==> config.mk <==
export PLATFORM = sky130hd
export DESIGN_NAME = exponent_job_sequencer
export DESIGN_NICKNAME = d
export VERILOG_FILES = /design/src/rtl/exponent_job_sequencer.sv
export SDC_FILE = /design/constraint.sdc
export NUM_CORES = 1
export LEC_CHECK = 0
export CAP_MARGIN = 20
export CORE_ASPECT_RATIO = 1.5
export CORE_MARGIN = 4
export CORE_UTILIZATION = 41
export CTS_CLUSTER_DIAMETER = 200
export DETAILED_ROUTE_END_ITERATION = 8
export PLACE_DENSITY_LB_ADDON = 0.1
export SKIP_LAST_GASP = 1
export SYNTH_ARGS = -nofsm -noshare
export SYNTH_HDL_FRONTEND = slang
export SYNTH_SLANG_ARGS = --single-unit
==> constraint.sdc <==
create_clock -name M_AXI_ACLK -period 5.2 [get_ports M_AXI_ACLK]
set_clock_uncertainty 0.05 [all_clocks]
set_input_delay 1.04 -clock M_AXI_ACLK [delete_from_list [all_inputs] [get_ports M_AXI_ACLK]]
set_output_delay 1.04 -clock M_AXI_ACLK [all_outputs]
set_load 0.02 [all_outputs]
==> src/rtl/exponent_job_sequencer.sv <==
// ============================================================================
// Module      : exponent_job_sequencer
// Description : AXI4-Lite master that runs one P = X^A job on the exponent slave
// Revision    : 1.0 - initial release
// ============================================================================
`default_nettype none

module exponent_job_sequencer #(
   parameter logic [31:0] BASE_ADDR  = 32'h7c800000,
   parameter int unsigned POLL_LIMIT = 1024,
   parameter int unsigned POLL_GAP   = 4,
   parameter int unsigned RES_W      = 30
) (
   input  logic             M_AXI_ACLK,
   input  logic             M_AXI_ARESET,
   input  logic             job_valid,
   output logic             job_ready,
   input  logic [31:0]      job_x,
   input  logic [31:0]      job_a,
   output logic             res_valid,
   input  logic             res_ready,
   output logic [RES_W-1:0] res_data,
   output logic [1:0]       res_err,
   output logic             busy,
   output logic [31:0]      M_AXI_AWADDR,
   output logic             M_AXI_AWVALID,
   input  logic             M_AXI_AWREADY,
   output logic [31:0]      M_AXI_WDATA,
   output logic [3:0]       M_AXI_WSTRB,
   output logic             M_AXI_WVALID,
   input  logic             M_AXI_WREADY,
   input  logic             M_AXI_BVALID,
   output logic             M_AXI_BREADY,
   input  logic [1:0]       M_AXI_BRESP,
   output logic [31:0]      M_AXI_ARADDR,
   output logic             M_AXI_ARVALID,
   input  logic             M_AXI_ARREADY,
   input  logic             M_AXI_RVALID,
   output logic             M_AXI_RREADY,
   input  logic [31:0]      M_AXI_RDATA,
   input  logic [1:0]       M_AXI_RRESP
);

   localparam logic [31:0] c_addr_x     = BASE_ADDR;
   localparam logic [31:0] c_addr_a     = BASE_ADDR + 32'h04;
   localparam logic [31:0] c_addr_start = BASE_ADDR + 32'h08;
   localparam logic [31:0] c_addr_p     = BASE_ADDR + 32'h0C;
   localparam logic [31:0] c_addr_done  = BASE_ADDR + 32'h10;
   localparam logic [15:0] c_limit      = 16'(POLL_LIMIT);
   localparam logic [15:0] c_gap_last   = (POLL_GAP == 0) ? 16'd0 : 16'(POLL_GAP - 1);

   typedef enum logic [3:0] {
      IDLE, WR_X, WR_A, WR_START, POLL_AR, POLL_R, POLL_WAIT, RD_P_AR, RD_P_R, RESP
   } state_t;

   state_t           r_state, w_state;
   logic [31:0]      r_a, w_a;
   logic [15:0]      r_poll_cnt, w_poll_cnt;
   logic [15:0]      r_gap_cnt, w_gap_cnt;
   logic             w_job_ready, w_res_valid, w_awvalid, w_wvalid, w_bready;
   logic             w_arvalid, w_rready;
   logic [RES_W-1:0] w_res_data;
   logic [1:0]       w_res_err;
   logic [31:0]      w_awaddr, w_wdata, w_araddr;

   // Bits of RDATA above RES_W carry nothing the sequencer needs.
   logic w_unused_rdata;
   assign w_unused_rdata = ^M_AXI_RDATA;

   assign M_AXI_WSTRB = 4'hF;

   always_comb begin
      w_state     = r_state;
      w_a         = r_a;
      w_poll_cnt  = r_poll_cnt;
      w_gap_cnt   = r_gap_cnt;
      w_job_ready = job_ready;
      w_res_valid = res_valid;
      w_res_data  = res_data;
      w_res_err   = res_err;
      w_awaddr    = M_AXI_AWADDR;
      w_awvalid   = M_AXI_AWVALID;
      w_wdata     = M_AXI_WDATA;
      w_wvalid    = M_AXI_WVALID;
      w_bready    = M_AXI_BREADY;
      w_araddr    = M_AXI_ARADDR;
      w_arvalid   = M_AXI_ARVALID;
      w_rready    = M_AXI_RREADY;

      case (r_state)
         IDLE: begin
            if (job_valid) begin
               w_a         = job_a;
               w_poll_cnt  = 16'd0;
               w_awaddr    = c_addr_x;
               w_wdata     = job_x;
               w_awvalid   = 1'b1;
               w_wvalid    = 1'b1;
               w_bready    = 1'b1;
               w_job_ready = 1'b0;
               w_res_err   = 2'b00;
               w_res_data  = '0;
               w_state     = WR_X;
            end
         end
         WR_X, WR_A, WR_START: begin
            if (M_AXI_AWVALID && M_AXI_AWREADY) w_awvalid = 1'b0;
            if (M_AXI_WVALID && M_AXI_WREADY)   w_wvalid  = 1'b0;
            // The response is only meaningful once both address and data are accepted.
            if (!M_AXI_AWVALID && !M_AXI_WVALID && M_AXI_BVALID) begin
               if (M_AXI_BRESP != 2'b00) begin
                  w_bready    = 1'b0;
                  w_res_err   = 2'b01;
                  w_res_data  = '0;
                  w_res_valid = 1'b1;
                  w_state     = RESP;
               end else if (r_state == WR_X) begin
                  w_awaddr  = c_addr_a;
                  w_wdata   = r_a;
                  w_awvalid = 1'b1;
                  w_wvalid  = 1'b1;
                  w_state   = WR_A;
               end else if (r_state == WR_A) begin
                  w_awaddr  = c_addr_start;
                  w_wdata   = 32'd1;
                  w_awvalid = 1'b1;
                  w_wvalid  = 1'b1;
                  w_state   = WR_START;
               end else begin
                  w_bready  = 1'b0;
                  w_araddr  = c_addr_done;
                  w_arvalid = 1'b1;
                  w_state   = POLL_AR;
               end
            end
         end
         POLL_AR, RD_P_AR: begin
            if (M_AXI_ARREADY) begin
               w_arvalid = 1'b0;
               w_rready  = 1'b1;
               w_state   = (r_state == POLL_AR) ? POLL_R : RD_P_R;
            end
         end
         POLL_R: begin
            if (M_AXI_RVALID) begin
               w_rready   = 1'b0;
               w_poll_cnt = r_poll_cnt + 16'd1;
               if (M_AXI_RRESP != 2'b00) begin
                  w_res_err   = 2'b01;
                  w_res_data  = '0;
                  w_res_valid = 1'b1;
                  w_state     = RESP;
               end else if (M_AXI_RDATA[0]) begin
                  w_araddr  = c_addr_p;
                  w_arvalid = 1'b1;
                  w_state   = RD_P_AR;
               end else if (w_poll_cnt == c_limit) begin
                  w_res_err   = 2'b10;
                  w_res_data  = '0;
                  w_res_valid = 1'b1;
                  w_state     = RESP;
               end else if (POLL_GAP == 0) begin
                  w_arvalid = 1'b1;
                  w_state   = POLL_AR;
               end else begin
                  w_gap_cnt = 16'd0;
                  w_state   = POLL_WAIT;
               end
            end
         end
         POLL_WAIT: begin
            if (r_gap_cnt == c_gap_last) begin
               w_arvalid = 1'b1;
               w_state   = POLL_AR;
            end else begin
               w_gap_cnt = r_gap_cnt + 16'd1;
            end
         end
         RD_P_R: begin
            if (M_AXI_RVALID) begin
               w_rready    = 1'b0;
               w_res_valid = 1'b1;
               w_state     = RESP;
               if (M_AXI_RRESP != 2'b00) begin
                  w_res_err  = 2'b01;
                  w_res_data = '0;
               end else begin
                  w_res_err  = 2'b00;
                  w_res_data = M_AXI_RDATA[RES_W-1:0];
               end
            end
         end
         RESP: begin
            if (res_ready) begin
               w_res_valid = 1'b0;
               w_job_ready = 1'b1;
               w_state     = IDLE;
            end
         end
         default: w_state = IDLE;
      endcase
   end

   always_ff @(posedge M_AXI_ACLK or posedge M_AXI_ARESET) begin
      if (M_AXI_ARESET) begin
         r_state       <= IDLE;
         r_a           <= 32'd0;
         r_poll_cnt    <= 16'd0;
         r_gap_cnt     <= 16'd0;
         job_ready     <= 1'b1;
         res_valid     <= 1'b0;
         res_data      <= '0;
         res_err       <= 2'b00;
         busy          <= 1'b0;
         M_AXI_AWADDR  <= 32'd0;
         M_AXI_AWVALID <= 1'b0;
         M_AXI_WDATA   <= 32'd0;
         M_AXI_WVALID  <= 1'b0;
         M_AXI_BREADY  <= 1'b0;
         M_AXI_ARADDR  <= 32'd0;
         M_AXI_ARVALID <= 1'b0;
         M_AXI_RREADY  <= 1'b0;
      end else begin
         r_state       <= w_state;
         r_a           <= w_a;
         r_poll_cnt    <= w_poll_cnt;
         r_gap_cnt     <= w_gap_cnt;
         job_ready     <= w_job_ready;
         res_valid     <= w_res_valid;
         res_data      <= w_res_data;
         res_err       <= w_res_err;
         busy          <= (w_state != IDLE);
         M_AXI_AWADDR  <= w_awaddr;
         M_AXI_AWVALID <= w_awvalid;
         M_AXI_WDATA   <= w_wdata;
         M_AXI_WVALID  <= w_wvalid;
         M_AXI_BREADY  <= w_bready;
         M_AXI_ARADDR  <= w_araddr;
         M_AXI_ARVALID <= w_arvalid;
         M_AXI_RREADY  <= w_rready;
      end
   end

endmodule

`default_nettype wire
==> results.tsv, run 1 <==
metric	value	unit
outcome	finished, final reports clean	
fin_crit_sh	70.2	%
syn2layout_area_growth	34.1	%
wl	19.0	mm
synth_commonest_cells	dfrtp_1, nand2_1, buf_4, nor2_1, inv_1	
grt.overflow.total	0	
drtIter0Drc	396	
final_area	0.00961	mm^2
power_leakage	4.35	nW
setup_viol	0	
clock_latency	430	ps
fmax	0.274	GHz
cts_tree	done	
die_h	170	um
crit_path_end_kind	flop	
dp_hpwl	13.6	mm
cp-start-kind	primary input	
io_pins	249	
fp.dieW	116	um
cts_resized	0	
vias	5993	
final_max_slew_viol_count	0	
avgSynthCellArea	9.54	um^2
worstMarginPinSlew	970	ps
synth_top_area_share	50.7	%
path_clk_slew	60	ps
clock_sinks	146	
antenna_found_initial	0	
synth.most_common_cell	dfrtp_1	
htree_levels	4	
asyncSetResetFlopFracSynth	100	%
ant_nets	0	
rows	58	
clockBufferDepth	2	
cts_buffers	17	
powerDensity	468	mW/mm^2
hold_violations	0	
syn-cell-area	0.00716	mm^2
initial_core_util	42.2	%
final_util	56.6	%
grt_pass1_wl	30.2	mm
detail_route.first_pass.iterations	5	
final.min_clock_period	3650	ps
fin_ws	1550	ps
place_ws	1180	ps
tns	0	ps
ys_top_cells_by_area	dfrtp_1, nand2_1, buf_4	
crit_fanout	32	
yosys_most_used_dff	dfrtp_1	
post_route_cells_drive_above_1_share	5.95	%
totalPowerFinal	0.00450	W
cts_root_buf	clkbuf_16	
maxSlewHeadroom	35.4	%
synth_edf_count	0	
vias_per_cell	5.28	
rsz0062_at_grt	no	
port-buffer-count	195	
ir_drop	0.236	mV
gr-usage-all-layers	19.2	%
drv_cap	0	
synth_seq_cells	146	
min_path_type	flop to flop	
worst-setup-path-type	primary input to flop	
cp.arrival	3910	ps
first_global_vias	5928	
wl_per_cell	16.8	um
synth_seq_area_share	51.0	%
yosysWarnings	0	
gp_congestion	0.851	
synth_cell_types	64	
syn_inst	751	
place_area	0.00896	mm^2
dieArea	0.0197	mm^2
post_cts_buffers	0	
reg2reg_setup_slack	1960	ps
postCtsHoldBufs	0	
drc_errors	0	
insertedDiodeCount	0	
core_area	0.0170	mm^2
synth_top_area_cell	dfrtp_1	
grt_max_degree	116	
fin_nets	1023	
worst_ep_required_time	5460	ps
[per-stage QoR]
stage | hold WS (ps) | instances
floorplan | 396 | 800
global placement | 408 | 1101
detailed placement | 415 | 1102
CTS | 431 | 1134
global route | 456 | 1135
finish | 431 | 1135
[path summary, 6_finish.rpt]
| kind | start | end | cells after the start |
|---|---|---|---|
| max | M_AXI_BVALID | M_AXI_WDATA[0] | 9 |
| min | r_a[20] | r_a[20] | 2 |
| max reg2reg | r_state[1] | res_data[26] | 7 |
| min reg2reg | r_a[20] | r_a[20] | 2 |
| max in group asynchronous | M_AXI_ARESET | job_ready | 3 |
| min in group asynchronous | M_AXI_ARESET | M_AXI_AWADDR[29] | 2 |
[cells by family after synthesis]
group	after synthesis	synth area share (%)
compound gates	155	16.3
xor+xnor	15	1.83
fa+ha+maj	2	0.349
buf+inv	151	11.9
flops	146	51.0
mux	3	0.437
other cells	2	0.105
simple gates	277	18.0
[final cells by class]
class                   instances  area (um^2)
fillers                      1522         7380
flip-flops and latches        146         3650
multi-input cells             503         2870
repair buffers                202         2040
clock buffers                  23          488
well taps                     210          263
inverters                      42          163
clock inverters                 9          128
[cells in the final DEF (no fill, tap or decap), types with 3 or more instances in the layout]
master,instances
inv_1,40
clkinv_2,3
dfrtp_1,145
clkinvlp_4,3
bufinv_16,3
and3_1,9
o31ai_1,3
nor3_1,10
xor2_1,13
o21ai_0,28
or3_1,3
clkbuf_16,17
conb_1,51
and2_1,5
a32o_1,3
nand2_1,143
and4_1,4
o22ai_1,6
a22o_1,32
a21oi_1,24
clkdlybuf4s50_1,195
a222oi_1,31
nand4_1,13
a211oi_1,3
nand3_1,11
nand2b_1,6
a31oi_1,4
buf_4,5
nor2_1,50
nor4_1,6
clkbuf_8,4
[flip-flops by register name, indices dropped and copies added, names as in the netlist, 2 cells and up]
name,flops
r_poll_cnt,16
res_err,2
r_state,4
res_data,30
r_a,32
r_gap_cnt,16
M_AXI_AWADDR,3
M_AXI_ARADDR,3
M_AXI_WDATA,32
[power by group]
| group | internal (W) | total, W | switching (W) | leakage, nW |
|---|---|---|---|---|
| clock | 0.000802 | 0.00127 | 0.000465 | 0.295 |
| sequential | 0.00145 | 0.00166 | 0.000217 | 1.81 |
| combinational | 0.000690 | 0.00157 | 0.000877 | 2.24 |
| total | 0.00294 | 0.00450 | 0.00156 | 4.35 |
[per-layer routing]
| metal | part of all wire, % | global-route usage [%] | vias up |
|---|---|---|---|
| met1 | 40 | 22.8 | 2901 |
| li1 | - | - | 2830 |
| met3 | 8.7 | 6.83 | 23 |
| met5 | 0 | 0 | - |
| met2 | 50 | 32.0 | 239 |
| met4 | 1.9 | 7.17 | 0 |
[worst max-delay path, cell delays in order]
cell and delay, ps:
clkdlybuf4s50_1 480, or3b_2 520, nor3_1 720, nand2_1 230
nor4_4 180, buf_4 410, inv_1 110, o22ai_1 150
a21oi_1 60
Note: power is estimated with default switching activity, not from simulation.
==> inputs of run 2 (changes only) <==
==> constraint.sdc (replaced) <==
create_clock -name M_AXI_ACLK -period 3.1 [get_ports M_AXI_ACLK]
set_clock_uncertainty 0.05 [all_clocks]
set_input_delay 0.62 -clock M_AXI_ACLK [delete_from_list [all_inputs] [get_ports M_AXI_ACLK]]
set_output_delay 0.62 -clock M_AXI_ACLK [all_outputs]
set_load 0.02 [all_outputs]
==> run 2 against run 1 <==
  * Combinational power increased by 73%
  * Critical endpoint is now res_data[8]
  * Largest power group unchanged
  * Global-route usage increased by 0.38 points
  * Die area unchanged
  * Final cell count increased by 1.3%
==> results.tsv, run 2 (same netlist as run 1, synthesis figures left out) <==
metric	value	unit
power_leakage	4.41	nW
final.min_clock_period	2910	ps
grt_pass1_wl	31.2	mm
clockBufferDepth	2	
clock_latency	420	ps
worst_ep_required_time	3400	ps
ir_drop	0.524	mV
rsz0062_at_grt	no	
wl	19.4	mm
internal-power	0.00487	W
layout_commonest_cell	clkdlybuf4s50_1	
worst_hold_startpoint	r_a[12]	
multi_input_area	0.00287	mm^2
final_cell_mix	clkdlybuf4s50_1, dfrtp_1, nand2_1, conb_1, nor2_1	
regArea	0.00365	mm^2
path_clk_slew	60	ps
clockPowerShare	27.4	%
r2r-start	r_poll_cnt[1]	
final_util	57.2	%
r2r_cells	8	
crit_path_start	r_poll_cnt[1]	
holdPathStages	2	
outcome	finished, final reports clean	
comb_power_share	35.9	%
n_fill_cell	1466	
setup_viol	0	
wl_per_cell	16.9	um
clock_sinks	146	
cp-start-kind	flop	
cts_tree	done	
dieArea	0.0197	mm^2
hold_violations	0	
totalPowerFinal	0.00755	W
grt_max_degree	88	
worstMarginPinSlew	801	ps
hold_end	r_a[12]	
syn2layout_area_growth	35.6	%
reg2reg_setup_slack	190	ps
fin_nets	1038	
cts_buffers	17	
postCtsHoldBufs	0	
first_global_vias	6242	
vias	6070	
gr-usage-all-layers	19.6	%
vias_per_cell	5.28	
dp_hpwl	13.9	mm
sequentialPowerShare	36.7	%
min_path_type	flop to flop	
worst-setup-path-type	flop to flop	
fp.dieW	116	um
detail_route.first_pass.iterations	8	
cts_root_buf	clkbuf_16	
io_pins	249	
crit_path_end_kind	flop	
antenna_found_initial	0	
insertedDiodeCount	0	
post_route_cells_drive_above_1_share	7.87	%
gp_congestion	0.882	
rows	58	
ant_nets	0	
drv_cap	0	
maxSlewHeadroom	46.4	%
die_h	170	um
tns	0	ps
initial_core_util	42.2	%
netSwitchingFraction	35.5	%
drc_errors	0	
reg2reg_to	res_data[8]	
port-buffer-count	195	
htree_levels	4	
grt.overflow.total	0	
fin_crit_sh	93.9	%
core_area	0.0170	mm^2
p_switching	0.00268	W
fmax	0.344	GHz
fin_hold_ws	429	ps
final_max_slew_viol_count	0	
crit_fanout	31	
drtIter0Drc	442	
cp.arrival	3210	ps
powerDensity	777	mW/mm^2
top_regs	M_AXI_WDATA: 32 flops, r_a: 32 flops, res_data: 30 flops	
[run 2: cell count changes in the layout (fill, tap and decap cells not counted), moves of 2 or more]
cell / change
buf_12: +4
clkinvlp_4: +2
buf_16: -2
clkbuf_1: -2
inv_6: +4
buf_4: +13
clkinv_2: -2
clkbuf_8: -2
[run 2: worst max path at each step]
stage                      endpoint  cells past startpoint  slack [ps]
global placement       r_gap_cnt[4]                      8         150
finish                  res_data[8]                      8         190
CTS                    r_gap_cnt[2]                      8          60
floorplan           M_AXI_WDATA[19]                      7         580
detailed placement     r_gap_cnt[2]                      8          70
global route           res_data[26]                      8          20
[run 2: timing repair]
action / in CTS / in global routing
resized for setup: 0 / 2
buffers inserted: 0 / 0
endpoints found under the setup margin: 0 / 46
[run 2: area by class of cell]
class	count	share of cell area [%]
clock inverters	13	1.52
multi-input cells	503	29.5
inverters	42	1.66
well taps	210	2.70
clock buffers	19	4.66
flip-flops and latches	146	37.6
repair buffers	217	22.3
[run 2: layer usage]
metal	global-route usage, %	wire (um)	up-vias
met5	0	0	-
met4	6.41	333	0
met3	7.58	1830	27
met2	33.6	10100	250
met1	22.4	7170	2927
li1	-	-	2866
[run 2: critical path: stages (launching register included)]
cell       delay, ps
dfrtp_1          420
ha_1             370
nand4_2          200
nor3b_4          240
mux2i_1          240
a2111oi_2         80
and3_2           300
o21ai_4          650
a22o_1           270
[run 2: power groups by stage]
stage / registers [W] / clock network (W) / logic [W]
2_1_floorplan: 0.00306 / 0 / 0.00132
3_3_place_gp: 0.00277 / 0 / 0.00268
3_5_place_dp: 0.00279 / 0 / 0.00272
4_1_cts: 0.00277 / 0.00212 / 0.00274
5_1_grt: 0.00284 / 0.00220 / 0.00296
6_report: 0.00277 / 0.00207 / 0.00271
[run 2: metrics by stage]
stage / setup WS [ps] / area, um^2 / cells
after floorplan: 580 / 7350 / 800
after global placement: 146 / 9110 / 1118
after detailed placement: 66.7 / 9110 / 1118
after CTS: 59.7 / 9710 / 1150
after global routing: 17.4 / 9720 / 1150
final: 189 / 9720 / 1150
